===== config.mk =====
export PLATFORM = sky130hd
export DESIGN_NAME = vram_fetch_master
export DESIGN_NICKNAME = d
export VERILOG_FILES = /design/src/rtl/vram_fetch_master.sv
export SDC_FILE = /design/constraint.sdc
export NUM_CORES = 1
export LEC_CHECK = 0
export ABC_AREA = 1
export BUFFER_PORTS_ARGS = -buffer_cell sky130_fd_sc_hd__buf_2
export CAP_MARGIN = 10
export CORE_AREA = 2 2 99 173
export DETAILED_ROUTE_END_ITERATION = 16
export DIE_AREA = 0 0 101 175
export HOLD_SLACK_MARGIN = 0.1
export PLACE_DENSITY_LB_ADDON = 0.08
export SETUP_SLACK_MARGIN = 0.15
export SYNTH_ARGS = -nofsm -noshare
export SYNTH_HDL_FRONTEND = slang
export SYNTH_SLANG_ARGS = --single-unit

===== constraint.sdc =====
create_clock -name clk -period 1.5 [get_ports clk]
set_input_delay 0.075 -clock clk [delete_from_list [all_inputs] [get_ports clk]]
set_output_delay 0.075 -clock clk [all_outputs]
set_load 0.05 [all_outputs]

===== src/rtl/vram_fetch_master.sv =====
// vram_fetch_master
// Read-only initiator on the VRAM bank port of the dual-bank SRAM controller.
// Fetches one screen cell pair (bitmap + attribute for columns x and x+1 on
// scanline y) as four strobed reads: bmp0, att0, bmp1, att1.
//
// Ports:
//   clk, rst_n          clock, async active-low reset
//   fetch_req           start request, sampled only in IDLE
//   fetch_x[4:0]        first character column
//   fetch_y[7:0]        pixel line
//   busy                high while a fetch is in progress
//   fetch_done          one-cycle pulse, outputs updated in this cycle
//   bmp0/att0/bmp1/att1 fetched bytes, change only with fetch_done
//   a1[15:0]            bank address
//   cs1_n, oe1_n        bank strobes (identical, active low)
//   we1_n, din1         tied inactive (read-only master)
//   d1[7:0]             bank read data (registered in the controller)
module vram_fetch_master #(
  parameter logic [15:0] BASE        = 16'h4000,
  parameter int          WAIT_CYCLES = 6
) (
  input  logic        clk,
  input  logic        rst_n,
  input  logic        fetch_req,
  input  logic [4:0]  fetch_x,
  input  logic [7:0]  fetch_y,
  output logic        busy,
  output logic        fetch_done,
  output logic [7:0]  bmp0,
  output logic [7:0]  att0,
  output logic [7:0]  bmp1,
  output logic [7:0]  att1,
  output logic [15:0] a1,
  output logic        cs1_n,
  output logic        oe1_n,
  output logic        we1_n,
  output logic [7:0]  din1,
  input  logic [7:0]  d1
);

  typedef enum logic [1:0] {IDLE, ASSERT, CAPTURE, GAP} state_t;

  localparam logic [3:0] WLAST = 4'(WAIT_CYCLES - 1);

  state_t      state, state_nxt;
  logic [1:0]  k;
  logic [3:0]  wcnt;
  logic [4:0]  xr;
  logic [7:0]  yr;
  logic [7:0]  hold0, hold1, hold2;

  // Slot 0/1 address column x, slots 2/3 column x+1 (5-bit wrap).
  // Even slots are bitmap, odd slots attribute.
  function automatic logic [15:0] slot_addr(input logic [1:0] s,
                                            input logic [4:0] x,
                                            input logic [7:0] y);
    logic [4:0] col;
    col = s[1] ? x + 5'd1 : x;
    if (s[0]) return {BASE[15:13], 3'b110, y[7:3], col};
    else      return {BASE[15:13], y[7:6], y[2:0], y[5:3], col};
  endfunction

  always_ff @(posedge clk or negedge rst_n) begin
    if (!rst_n) state <= IDLE;
    else        state <= state_nxt;
  end

  always_comb begin
    state_nxt = state;
    case (state)
      IDLE:    if (fetch_req) state_nxt = ASSERT;
      ASSERT:  if (wcnt == WLAST) state_nxt = CAPTURE;
      CAPTURE: state_nxt = GAP;
      GAP:     state_nxt = (k == 2'd3) ? IDLE : ASSERT;
      default: state_nxt = IDLE;
    endcase
  end

  always_ff @(posedge clk or negedge rst_n) begin
    if (!rst_n) begin
      k     <= '0;
      wcnt  <= '0;
      xr    <= '0;
      yr    <= '0;
      a1    <= '0;
      hold0 <= '0;
      hold1 <= '0;
      hold2 <= '0;
      bmp0  <= '0;
      att0  <= '0;
      bmp1  <= '0;
      att1  <= '0;
    end else begin
      case (state)
        IDLE: if (fetch_req) begin
          xr   <= fetch_x;
          yr   <= fetch_y;
          k    <= 2'd0;
          wcnt <= '0;
          a1   <= slot_addr(2'd0, fetch_x, fetch_y);
        end
        ASSERT: wcnt <= wcnt + 4'd1;
        CAPTURE: begin
          wcnt <= '0;
          case (k)
            2'd0: hold0 <= d1;
            2'd1: hold1 <= d1;
            2'd2: hold2 <= d1;
            // Last slot bypasses its holding register so the whole set is
            // visible on the outputs in the fetch_done (GAP) cycle.
            default: begin
              bmp0 <= hold0;
              att0 <= hold1;
              bmp1 <= hold2;
              att1 <= d1;
            end
          endcase
        end
        GAP: if (k != 2'd3) begin
          k  <= k + 2'd1;
          a1 <= slot_addr(k + 2'd1, xr, yr);
        end
        default: ;
      endcase
    end
  end

  // Strobes decode straight from the state flop so reset raises them
  // asynchronously; CAPTURE+GAP give the 2-cycle high phase between reads.
  assign cs1_n      = (state != ASSERT);
  assign oe1_n      = (state != ASSERT);
  assign we1_n      = 1'b1;
  assign din1       = 8'h00;
  assign busy       = (state != IDLE);
  assign fetch_done = (state == GAP) && (k == 2'd3);

endmodule


Word level (Yosys, flattened, before mapping)

Index checks and enable logic that the tools add are counted.

Bitwise operators: 1
Add/subtract/negate cells: 3
Equality and inequality tests: 12
Reduce and logical (&&, ||, !) cells: 15
Multiplexer cells: 14

Operators by type and width:

| kind                                                                  | count |
|---|---|
| 16-bit 2-to-1 mux                                                     | 2 |
| 16-bit one-hot mux with 2 select lines                                | 1 |
| 2-bit AND reduction                                                   | 7 |
| 13-bit 2-to-1 mux                                                     | 1 |
| 4-bit one-hot mux with 3 select lines                                 | 1 |
| 2-bit equality test, second input constant                            | 4 |
| 2-bit 2-to-1 mux                                                      | 4 |
| 2-bit != test, second input constant                                  | 4 |
| 2-bit one-hot mux with 4 select lines                                 | 1 |
| 5-bit by 1-bit adder with 5-bit output, second input constant         | 1 |
| 5-bit 2-to-1 mux                                                      | 1 |
| 4-bit by 1-bit adder with 4-bit output, second input constant         | 1 |
| 2-bit by 1-bit equality test with 1-bit output, second input constant | 2 |
| 4-bit by 3-bit equality test with 1-bit output, second input constant | 1 |
| 2-bit logical NOT                                                     | 2 |
| 4-bit 2-to-1 mux                                                      | 1 |
| 2-bit one-hot mux with 2 select lines                                 | 1 |
| 2-bit nonzero test                                                    | 2 |
| 3-bit AND reduction                                                   | 1 |
| 3-bit nonzero test                                                    | 1 |
| 3-bit OR reduction                                                    | 1 |
| 2-bit by 1-bit adder with 2-bit output, second input constant         | 1 |
| 2-bit by 1-bit != test with 1-bit output, second input constant       | 1 |
| 1-bit logical AND                                                     | 1 |
| 2 further kinds                                                       | 2 |

Input bits: 24
Word-level logic and storage cells: 58
Flip-flop bits (word level): 93

Depth between registers and ports, before layout

Gate-level depths: netlist of run 1.

Depth in word-level cells: 5
Mapped depth: 9

Worst setup path before layout of run 1

OpenSTA, ideal clock, no wires.

Path type: register to register
From: reg state[0]
To: reg k[0]
Clock period less this slack: 1515 ps
Path slack: -15 ps
Required time: 1378 ps
Arrival: 1393 ps
Stages on the path, launching flop included: 10
Path through: dfrtp_1 inv_1 ha_1 inv_2 nand2_1 nand3_2 inv_2 buf_6 nand2_1 o21ai_1

Longest elaborated chain between the ends: 3

RTL lines:

| item                                                                        | RTL line | text |
|---|---|---|
| start, declared                                                             | 45       | `state_t state, state_nxt;` |
| start signal, assigned                                                      | 65       | `else state <= state_nxt;` |
| 2-bit equality test / 2-bit logical NOT (equally long branches)             | 94       | `case (state)` |
| 2-bit != test (no source line) / 2-bit nonzero test (equally long branches) | n/a      |  |
| 3-bit AND reduction (no source line)                                        | n/a      |  |
| end signal, assigned                                                        | 120      | `k <= k + 2'd1;` |
| end, declared                                                               | 46       | `logic [1:0] k;` |

Several ways; a longest one is shown, not always the timed one.
A chain may end at the register's enable or synchronous reset.

Worst setup path in the final report of run 1

From: reg state[1]
To: reg att0[5]

Longest elaborated chain between the ends: 2

RTL lines:

| item                                 | RTL line | text |
|---|---|---|
| 2-bit equality test                  | 94       |  |
| 2-bit AND reduction (no source line) | n/a      |  |
| end signal, assigned                 | 113      | `att0 <= hold1;` |
| end, declared                        | 30       | `output logic [7:0] att0,` |

No other way between the ends.

==> results of run 1 <==
area by class of cell:
class	count	area share, %
inverters	32	2.387
clock buffers	10	3.965
multi-input cells	258	29.42
clock inverters	5	1.017
well taps	192	3.986
flip-flops and latches	91	37.82
repair buffers	138	21.40
cell families after synthesis:
logic type      Yosys count  synth area share [%]
flops                    91                 57.02
fa+ha+maj                13                 4.073
other cells               2                0.1880
buf+inv                  59                 8.020
mux                      27                 7.613
compound gates           68                 8.960
simple gates            138                 14.13
cell usage in the layout, fill, tap and decap left out, types with 12 or more instances in the layout:
| master | count |
|---|---|
| inv_1 | 23 |
| dfrtp_1 | 89 |
| buf_4 | 19 |
| nand2_1 | 76 |
| clkbuf_16 | 13 |
| dlygate4sd3_1 | 18 |
| buf_2 | 68 |
| nand2_4 | 13 |
| buf_12 | 12 |
| mux2_2 | 24 |
| o21ai_0 | 35 |
| o21ai_1 | 13 |
| nand2_2 | 15 |
routing by layer:
metal	global-route usage (%)	wire [µm]
met4	3.716	135
met1	13.99	4251
met2	23.33	6318
met5	0	0
met3	2.960	386
sequential cells by signal, summed over array words and instances, names as in the netlist:
name   count
wcnt       4
xr         5
att1       8
yr         8
att0       8
hold0      8
a1        14
hold1      8
k          2
bmp1       8
bmp0       8
state      2
hold2      8
where the power goes:
part / leakage [nW] / total (W) / switching (W) / internal (W)
sequential: 1.11 / 0.00408 / 0.000648 / 0.00343
combinational: 1.82 / 0.00722 / 0.00431 / 0.00291
clock: 0.137 / 0.00234 / 0.00100 / 0.00134
total: 3.06 / 0.0136 / 0.00596 / 0.00768
critical path: stages, from the launching register on:
cell	delay [ns]
dfrtp_1	0.43
buf_4	0.17
ha_4	0.18
nand2_8	0.12
clkbuf_16	0.17
mux2_2	0.32
per-stage QoR:
step	setup slack, ns	setup TNS, ns
global placement	0.03984	0
CTS	-0.01035	-0.02054
detailed placement	0.02888	0
floorplan	0.1512	0
global route	-0.06157	-0.8957
finish	-0.001485	-0.001674
repair_timing:
action / CTS / global route
gates resized for setup: 75 / 44
hold endpoints to repair: 128 / 0
hold buffers: 18 / 0
buffers inserted: 9 / 6
gates cloned: 5 / 4
pin swaps: 21 / 11
setup endpoints to repair: 83 / 91
worst paths after layout:
path / from / endpoint / slack (ns) / cells after the start
setup / recovery: state[1]$_DFFE_PN0P_ / att0[5]$_DFFE_PN0P_ / -0.001 / 5
hold / removal: d1[3] / hold1[3]$_DFFE_PN0P_ / 0.1 / 3
setup reg to reg: state[1]$_DFFE_PN0P_ / att0[5]$_DFFE_PN0P_ / -0.001 / 5
hold reg to reg: att1[6]$_DFFE_PN0P_ / att1[6]$_DFFE_PN0P_ / 0.48 / 2
max in group asynchronous: rst_n / state[0]$_DFFE_PN0P_ / 0.84 / 3
min in group asynchronous: rst_n / att0[0]$_DFFE_PN0P_ / 0.14 / 2
==> summary.txt, run 1 <==
Drt
  • Via count: about 3,100
  • Drt first pass iters: 4
  • Per-cell via count in the routed design: about 4.3
  • Detailed-route wire length per cell: 15.28 µm
  • DRC viols: 0
  • Starting DRC count in detailed routing: 46
  • Total wirelength of the detailed-routed design: 11,090 µm
  • Number of nets with antenna violations after routing: 0

Finish
  • Fillers: 1,685
  • Area taken by flip-flops and latches: ~2300 µm²
  • Final-stage net count: 567
  • Final std cell area, no fill: 6027 µm²
  • Fraction of layout cells with a size suffix above 1: between 40% and 50%
  • ANT cells: 0
  • Area of the multi-input gates: 1773 µm²
  • Non-filler instance count after layout: roughly 730
  • Core utilization of the finished layout: 37.00%
  • Syn-to-layout area delta: 50.91%

Logic synthesis
  • Cell types with the highest counts after synthesis: nand2_1, dfrtp_1, o21ai_0
  • Top flip-flop cell by instance count after synthesis: dfrtp_1
  • Synthesis Warnings: 0
  • Synth area leaders: dfrtp_1, nand2_1, mux2_2
  • Count of cell types in the netlist: 25
  • Most frequently used cell type in the post-synthesis netlist: nand2_1
  • Post-synthesis sequential area ratio: 57.02%
  • Ys async rst share: 100.0%
  • Average size of a mapped cell: 10.03 µm²
  • Syn Inst Count: around 400
  • Synthesis-stage register bit count: between 90 and 100
  • Area leader, netlist: dfrtp_1
  • Top-area cell type share of the netlist area: 57.02%
  • Synthesized cell area: 3994 µm²
  • Number of enable-type register cells in the synthesized netlist: 0

CTS
  • Number of sinks handled by clock tree synthesis: 91
  • Clock transition at the registers of the reported paths: 0.07 ns
  • CTS Root Cell: clkbuf_16
  • # H-tree levels: 3
  • CTS tree: done
  • Num CTS Buffers: 9
  • Clock insertion delay at the later pin of the skew report: 0.34 ns
  • Maximum clock path buffer count: 2

Floorplanning
  • Die extent in y: approximately 180 µm
  • Die ar.: 17,680 µm²
  • Core outline area: 16,290 µm²
  • Row Count: 62
  • Initial core utilization: 24.52%
  • Number of placed I/O pins: 85
  • Die width: 101 µm

Setup path
  • Maximum net fanout on the critical path: 8
  • Critical Path Start Type: flip-flop
  • Data arrival time of the critical path: 1.72 ns
  • Data required time of the worst path: between 1.5 and 2 ns
  • Worst setup EP type: flip-flop
  • Setup CP Type: flip-flop to flip-flop

Pwr
  • PnR Total Power: 0.01364 W
  • Worst vdd rail ir drop: 0.001003 V
  • Pwr dens: 2263 nW/µm²
  • Static leakage: between 3 and 4 nW

Timing
  • Max Clk Rate: 666.0 MHz
  • Worst clock skew: 0.01208 ns
  • Part of the cycle the worst path needs: 100.1%
  • Number of hold violations in the final report: 0
  • Worst Hold Margin: approximately 0.099 ns
  • Minimum period implied by the final worst setup slack: ~1.5 ns
  • Number of slew-limit violations in the final report: 0
  • Smallest setup slack after layout: -0.001485 ns
  • Final setup violation count: 2
  • RSZ-0062 raised after global routing: yes

Placement
  • Placer congestion estimate: 0.7223
  • Number of I/O port buffers: 73
  • Number of placed instances, taps included: 669
  • Placement-stage cell area: 4805 µm²
  • DPL Wire Length: 7123 µm

Hold path
  • HP Class: primary input to flip-flop

Global route
  • First-pass GRT wire length: 16,970 µm
  • Total global routing overflow: 0
  • Antenna violations before repair: 0
  • Total global-route track usage: ~13%
  • Vias in the first global route: 3,146
  • Maximum number of pins on one net before global-route repair: 43

Flow run
  • Number of max-capacitance violations reported: 0

Status
  • Violated checks: setup timing
  • Outcome: complete, but fails checks
No activity file was read; power rests on OpenSTA's default activity.
==> run 2: changes to the inputs <==
==> constraint.sdc (replaced) <==
create_clock -name clk -period 1.5 [get_ports clk]
set_input_delay 0.075 -clock clk [delete_from_list [all_inputs] [get_ports clk]]
set_output_delay 0.075 -clock clk [all_outputs]
set_load 0.1 [all_outputs]
==> run 2 against run 1 <==
Against the previous run: the flow still finishes with violations (setup timing); routed wire length decreased by 5.8%; hold slack improved by 0.0052 ns; first-iteration DRC count increased by 50%; die area unchanged; utilization decreased by 2.9 points; clock skew decreased by 0.0052 ns; flip-flop and latch count unchanged; cell count decreased by 1.2%; register-to-register slack got worse by 0.02 ns; maximum frequency decreased by 1.7%; non-clock buffer count decreased by 10; global-route usage decreased by 0.55 points; critical endpoint is now busy; largest cell class unchanged.
==> summary.txt, run 2 (synthesis gave the netlist of run 1 again) <==
Status
  • Outcome: complete, but fails checks
  • Violated checks: setup timing

Floorplanning
  • Core outline area: 16,290 µm² (unchanged)
  • Die extent in y: 175 µm (unchanged)
  • Number of placed I/O pins: 85 (unchanged)
  • Initial core utilization: 24.52% (unchanged)
  • Die width: 101 µm (unchanged)
  • Die ar.: 17,680 µm² (unchanged)
  • Row Count: 62 (unchanged)

CTS
  • CTS Root Cell: clkbuf_16
  • Clock insertion delay at the later pin of the skew report: 0.34 ns (about the same)
  • # H-tree levels: 3 (unchanged)
  • Number of sinks handled by clock tree synthesis: 91 (unchanged)
  • CTS tree: done
  • Num CTS Buffers: 9 (unchanged)
  • Maximum clock path buffer count: 2 (unchanged)
  • Clock transition at the registers of the reported paths: 0.07 ns (about the same)

Timing
  • Part of the cycle the worst path needs: 101.8% (+1.7 points)
  • Number of slew-limit violations in the final report: 0 (unchanged)
  • Final setup violation count: 7 (+5)
  • RSZ-0062 raised after global routing: yes
  • Worst slew pin tran: 0.5238 ns
  • Relative max-transition margin: ~65%
  • Worst clock skew: 0.006859 ns (-0.005217 ns)
  • Minimum period implied by the final worst setup slack: 1.527 ns (+0.02557 ns)
  • Smallest setup slack after layout: -0.02706 ns (-0.02557 ns)
  • Number of hold violations in the final report: 0 (unchanged)
  • Max Clk Rate: 654.9 MHz (-1.7%)

Finish
  • Commonest cells after routing, fill and taps aside: nand2_1, dfrtp_1, buf_2, o21ai_0, mux2_2
  • Largest register FFs: 14 (unchanged)
  • Most common cell after layout, fill and taps aside: nand2_1
  • Final-stage net count: 557 (-1.8%)
  • Fraction of layout cells with a size suffix above 1: 34.48% (-9.0 points)
  • Register with the highest flop count: a1
  • Core utilization of the finished layout: 34.07% (-2.9 points)
  • ANT cells: 0 (unchanged)
  • Syn-to-layout area delta: 38.97%

Global route
  • Maximum number of pins on one net before global-route repair: 31 (-28%)
  • Vias in the first global route: 2,988 (-5.0%)
  • First-pass GRT wire length: 16,180 µm (-4.6%)
  • Antenna violations before repair: 0 (unchanged)
  • Total global routing overflow: 0 (unchanged)
  • Total global-route track usage: 12.05% (-0.55 points)

Placement
  • Placer congestion estimate: 0.7502 (+3.9%)
  • Number of I/O port buffers: 73 (unchanged)
  • DPL Wire Length: 7239 µm (+1.6%)

Setup path
  • Critical Path Start Type: flip-flop
  • CP peak stage delay: 0.44 ns (about the same)
  • Worst setup EP type: output port
  • Setup CP Type: flip-flop to output port
  • Total buffers and inverters traversed by the critical path: 5 (+3)
  • Data arrival time of the critical path: 1.45 ns (-0.27 ns)
  • Cells traversed along the worst timing path: inv_2, buf_6, ha_4, inv_8, buf_6, buf_12
  • Slowest cell on crit path: dfrtp_2
  • Kind of cell adding the most delay to the critical path: buffers and inverters
  • Maximum net fanout on the critical path: 4 (-4)
  • Data required time of the worst path: 1.42 ns (-0.30 ns)
  • Worst path most repeated cell: buf_6

Drt
  • Via count: 3,044 (-2.5%)
  • Total wirelength of the detailed-routed design: 10,440 µm (-5.8%)
  • Per-cell via count in the routed design: 4.245 (-1.3%)
  • Starting DRC count in detailed routing: 69 (+50%)
  • Number of nets with antenna violations after routing: 0 (unchanged)
  • Detailed-route wire length per cell: 14.57 µm (-4.7%)
  • DRC viols: 0 (unchanged)
  • Drt first pass iters: 4 (unchanged)

Hold path
  • HP Class: primary input to flip-flop

Flow run
  • Number of max-capacitance violations reported: 0 (unchanged)
## run 2: worst paths after layout
path                       slack, ns                 start                   end  depth (start not counted)
setup / recovery               -0.03  state[1]$_DFFE_PN0P_                  busy                          6
hold / removal                  0.10                 d1[4]  hold0[4]$_DFFE_PN0P_                          3
setup reg to reg               -0.02  state[1]$_DFFE_PN0P_     yr[7]$_DFFE_PN0P_                          6
hold reg to reg                 0.47    a1[14]$_DFFE_PN0P_    a1[14]$_DFFE_PN0P_                          1
max in group asynchronous       0.72                 rst_n   att1[3]$_DFFE_PN0P_                          3
min in group asynchronous       0.24                 rst_n   bmp1[2]$_DFFE_PN0P_                          2
## run 2: per-layer routing
layer  GRT usage (%)  share of wire [%]  vias to the layer above
met2           21.72                 54                       65
met5               0                  0                        -
met3           2.640                3.4                        7
li1                -                  -                     1510
met1           13.81                 41                     1462
met4           4.054                1.1                        0
## run 2: cell type report
type / count / area (µm²)
timing repair buffer: 128 / 1072
sequential: 91 / 2280
clock buffer: 10 / 239.0
clock inverter: 6 / 47.55
tap: 192 / 240.2
fill: 1676 / 10740
multi-input combinational: 258 / 1526
inverter: 32 / 145.1
## run 2: tightest hold or removal path: cells and delay by family
family | cells | cell delay [ns]
AO/OA/AOI/OAI | 1 | 0.17
buffers and inverters | 2 | 0.17
## run 2: what timing repair did
| item | 4_1_cts | 5_1_grt |
|---|---|---|
| hold buffers | 16 | 0 |
| setup buffers | 6 | 1 |
| gates resized for setup | 18 | 10 |
| setup endpoints to repair | 86 | 93 |
| pin swaps | 9 | 2 |
| endpoints found under the hold margin | 108 | 0 |
| gates cloned | 2 | 2 |
## run 2: metrics by stage
| step | instances | setup slack (ns) | instance area (µm²) | hold WS (ns) | setup TNS [ns] |
|---|---|---|---|---|---|
| finish | 717 | -0.02706 | 5550 | 0.1046 | -0.1159 |
| detailed placement | 674 | -0.04270 | 4858 | 0.07100 | -0.1719 |
| CTS | 714 | -0.05485 | 5459 | 0.1037 | -0.2989 |
| global placement | 674 | -0.04478 | 4858 | 0.06762 | -0.08673 |
| global route | 717 | -0.09112 | 5550 | 0.1347 | -2.533 |
| floorplan | 407 | -0.01676 | 4073 | -0.2206 | -0.1584 |
Power of run 2 is left out: the tool's default activity adds up to more than one toggle a clock period on the data nets, which glitch-free logic cannot reach.
==> run 3: changes to the inputs <==
--- a/config.mk
+++ b/config.mk
@@ -8,9 +8,12 @@
 export ABC_AREA = 1
 export BUFFER_PORTS_ARGS = -buffer_cell sky130_fd_sc_hd__buf_2
 export CAP_MARGIN = 10
+export CELL_PAD_IN_SITES_DETAIL_PLACEMENT = 1
+export CELL_PAD_IN_SITES_GLOBAL_PLACEMENT = 1
 export CORE_AREA = 2 2 99 173
 export DETAILED_ROUTE_END_ITERATION = 16
 export DIE_AREA = 0 0 101 175
+export GPL_ROUTABILITY_DRIVEN = 0
 export HOLD_SLACK_MARGIN = 0.1
 export PLACE_DENSITY_LB_ADDON = 0.08
 export SETUP_SLACK_MARGIN = 0.15
==> run 3 against run 2 <==
Against the previous run: the flow still finishes with violations (setup timing); cell count up 1.4%; sequential share of layout area down 1.6 points; first-iteration DRC count down 26%; die area unchanged; routed wire length up 6.3%; largest cell class unchanged; global-route usage up 1.3 points; clock skew up 0.0045 ns; flip-flop and latch count unchanged; critical path depth down 1.
==> summary.txt, run 3 (synthesis gave the netlist of run 1 again) <==
Global route
  • GR Util met1: 14.58% (+0.77 points)
  • Total global-route track usage: 13.39% (+1.3 points)
  • First-pass GRT wire length: 18,150 µm (+12%)
  • Met3 Usage GRT: 2.880% (+0.24 points)
  • Antenna violations before repair: 0 (unchanged)
  • Routing layer with the top usage in global route: met2
  • Global Route met2 Usage: 25.50% (+3.8 points)
  • Maximum number of pins on one net before global-route repair: 33 (+6.5%)
  • Vias in the first global route: 3,391 (+13%)
  • Total global routing overflow: 0 (unchanged)

Timing
  • Number of hold violations in the final report: 0 (unchanged)
  • Smallest setup slack after layout: -0.05370 ns (-0.02665 ns)
  • Worst slew pin tran: 0.5155 ns (-0.008317 ns)
  • Number of slew-limit violations in the final report: 0 (unchanged)
  • Final setup violation count: 32 (+25)
  • RSZ-0062 raised after global routing: yes
  • Worst clock skew: 0.01133 ns (+0.004471 ns)
  • Part of the cycle the worst path needs: 103.6% (+1.8 points)
  • Accumulated negative setup slack: -0.7031 ns (-0.5872 ns)
  • Relative max-transition margin: 65.87% (+0.55 points)
  • Max Clk Rate: 643.6 MHz (-1.7%)
  • Minimum period implied by the final worst setup slack: 1.554 ns (+0.02665 ns)

Drt
  • Starting DRC count in detailed routing: 51 (-26%)
  • Total wirelength of the detailed-routed design: 11,110 µm (+6.3%)
  • Drt first pass iters: 4 (unchanged)
  • DRC viols: 0 (unchanged)
  • Via count: 3,146 (+3.4%)
  • Number of nets with antenna violations after routing: 0 (unchanged)
  • Per-cell via count in the routed design: 4.327 (+1.9%)
  • Detailed-route wire length per cell: 15.28 µm (+4.9%)

CTS
  • Clock transition at the registers of the reported paths: 0.07 ns (about the same)
  • Clock insertion delay at the later pin of the skew report: 0.35 ns (about the same)
  • Num CTS Buffers: 9 (unchanged)
  • CTS Root Cell: clkbuf_16
  • Number of sinks handled by clock tree synthesis: 91 (unchanged)
  • Maximum clock path buffer count: 2 (unchanged)
  • # H-tree levels: 3 (unchanged)
  • CTS tree: done

Finish
  • Final-stage net count: 568 (+2.0%)
  • Area of the multi-input gates: 1623 µm² (+6.3%)
  • Non-filler instance count after layout: 727 (+1.4%)
  • Most common cell after layout, fill and taps aside: nand2_1
  • Final std cell area, no fill: 5779 µm² (+4.1%)
  • Commonest cells after routing, fill and taps aside: nand2_1, dfrtp_1, buf_2, o21ai_0, buf_4
  • Fraction of layout cells with a size suffix above 1: 37.76% (+3.3 points)
  • Fillers: 1,861 (+11%)
  • Largest register FFs: 14 (unchanged)
  • Area taken by flip-flops and latches: 2280 µm² (unchanged)
  • Syn-to-layout area delta: 44.71%
  • Register with the highest flop count: a1
  • ANT cells: 0 (unchanged)

Hold path
  • HP Class: primary input to flip-flop

Floorplanning
  • Initial core utilization: 24.52% (unchanged)
  • Die extent in y: 175 µm (unchanged)
  • Number of placed I/O pins: 85 (unchanged)
  • Core outline area: 16,290 µm² (unchanged)
  • Die ar.: 17,680 µm² (unchanged)
  • Row Count: 62 (unchanged)
  • Die width: 101 µm (unchanged)

Placement
  • Placement-stage cell area: 4848 µm² (-0.21%)
  • DPL Wire Length: 7691 µm (+6.2%)
  • Number of I/O port buffers: 73 (unchanged)
  • Number of placed instances, taps included: 676 (+0.30%)
  • Worst-case setup slack after placement: -0.1032 ns (-0.06053 ns)

Setup path
  • Setup CP Type: flip-flop to output port
  • Maximum net fanout on the critical path: 4 (unchanged)
  • Data required time of the worst path: 1.42 ns (about the same)
  • Worst setup EP type: output port
  • Critical Path Start Type: flip-flop
  • Data arrival time of the critical path: 1.48 ns (+0.03 ns)

Flow run
  • Number of max-capacitance violations reported: 0 (unchanged)

Status
  • Violated checks: setup timing
  • Outcome: complete, but fails checks
==> run 3: cell types whose count changed in the layout (fill, tap and decap cells not counted), sizes merged <==
cell / delta
buf: +10
clkinv: -2
nand2: +1
bufinv: +1
dlygate4sd3: +3
bufbuf: -1
inv: +1
clkbuf: -3
==> run 3: layer usage <==
metal	wire, µm	part of all wire (%)	vias up
met5	0	0	-
met3	327	2.9	8
met1	4358	39	1539
met2	6284	57	66
li1	-	-	1533
met4	134	1.2	0
==> run 3: timing repair <==
action,in CTS,in global routing
cloned,6,0
setup endpoints to repair,95,95
endpoints found under the hold margin,121,0
hold buffers,19,0
buffers inserted,9,2
gates resized for setup,56,9
pin swaps,6,1
==> run 3: metrics by stage <==
stage / utilization (%) / hold WS [ns]
after global routing: 35.48 / 0.1253
after detailed placement: 29.76 / 0.03766
after CTS: 35.22 / 0.1038
final: 35.48 / 0.09727
after global placement: 29.76 / 0.03178
after floorplan: - / -0.2206
==> run 3: final cells by class <==
cell class	instances	area share (%)
Tap cell	192	4.157
Clock buffer	9	3.897
Sequential cell	91	39.45
Clock inverter	6	1.256
Inverter	32	2.425
Timing Repair Buffer	138	20.74
Multi-Input combinational cell	259	28.08
==> run 3: worst paths after layout <==
check,slack [ns],endpoint,cells past startpoint,start
setup / recovery,-0.05,fetch_done,5,state[0]$_DFFE_PN0P_
hold / removal,0.1,hold2[4]$_DFFE_PN0P_,3,d1[4]
setup reg to reg,-0.03,bmp0[7]$_DFFE_PN0P_,6,state[0]$_DFFE_PN0P_
hold reg to reg,0.47,a1[8]$_DFFE_PN0P_,2,a1[8]$_DFFE_PN0P_
max in group asynchronous,0.76,hold0[2]$_DFFE_PN0P_,3,rst_n
min in group asynchronous,0.20,bmp1[6]$_DFFE_PN0P_,2,rst_n
==> run 3: worst max-delay path, cell delays in order, from the launching register on <==
cell and delay [ns]:
dfrtp_2 0.44, ha_2 0.23, nand2_2 0.09, buf_4 0.12
clkinvlp_4 0.08, buf_12 0.17
Power of run 3 is left out for the same reason.
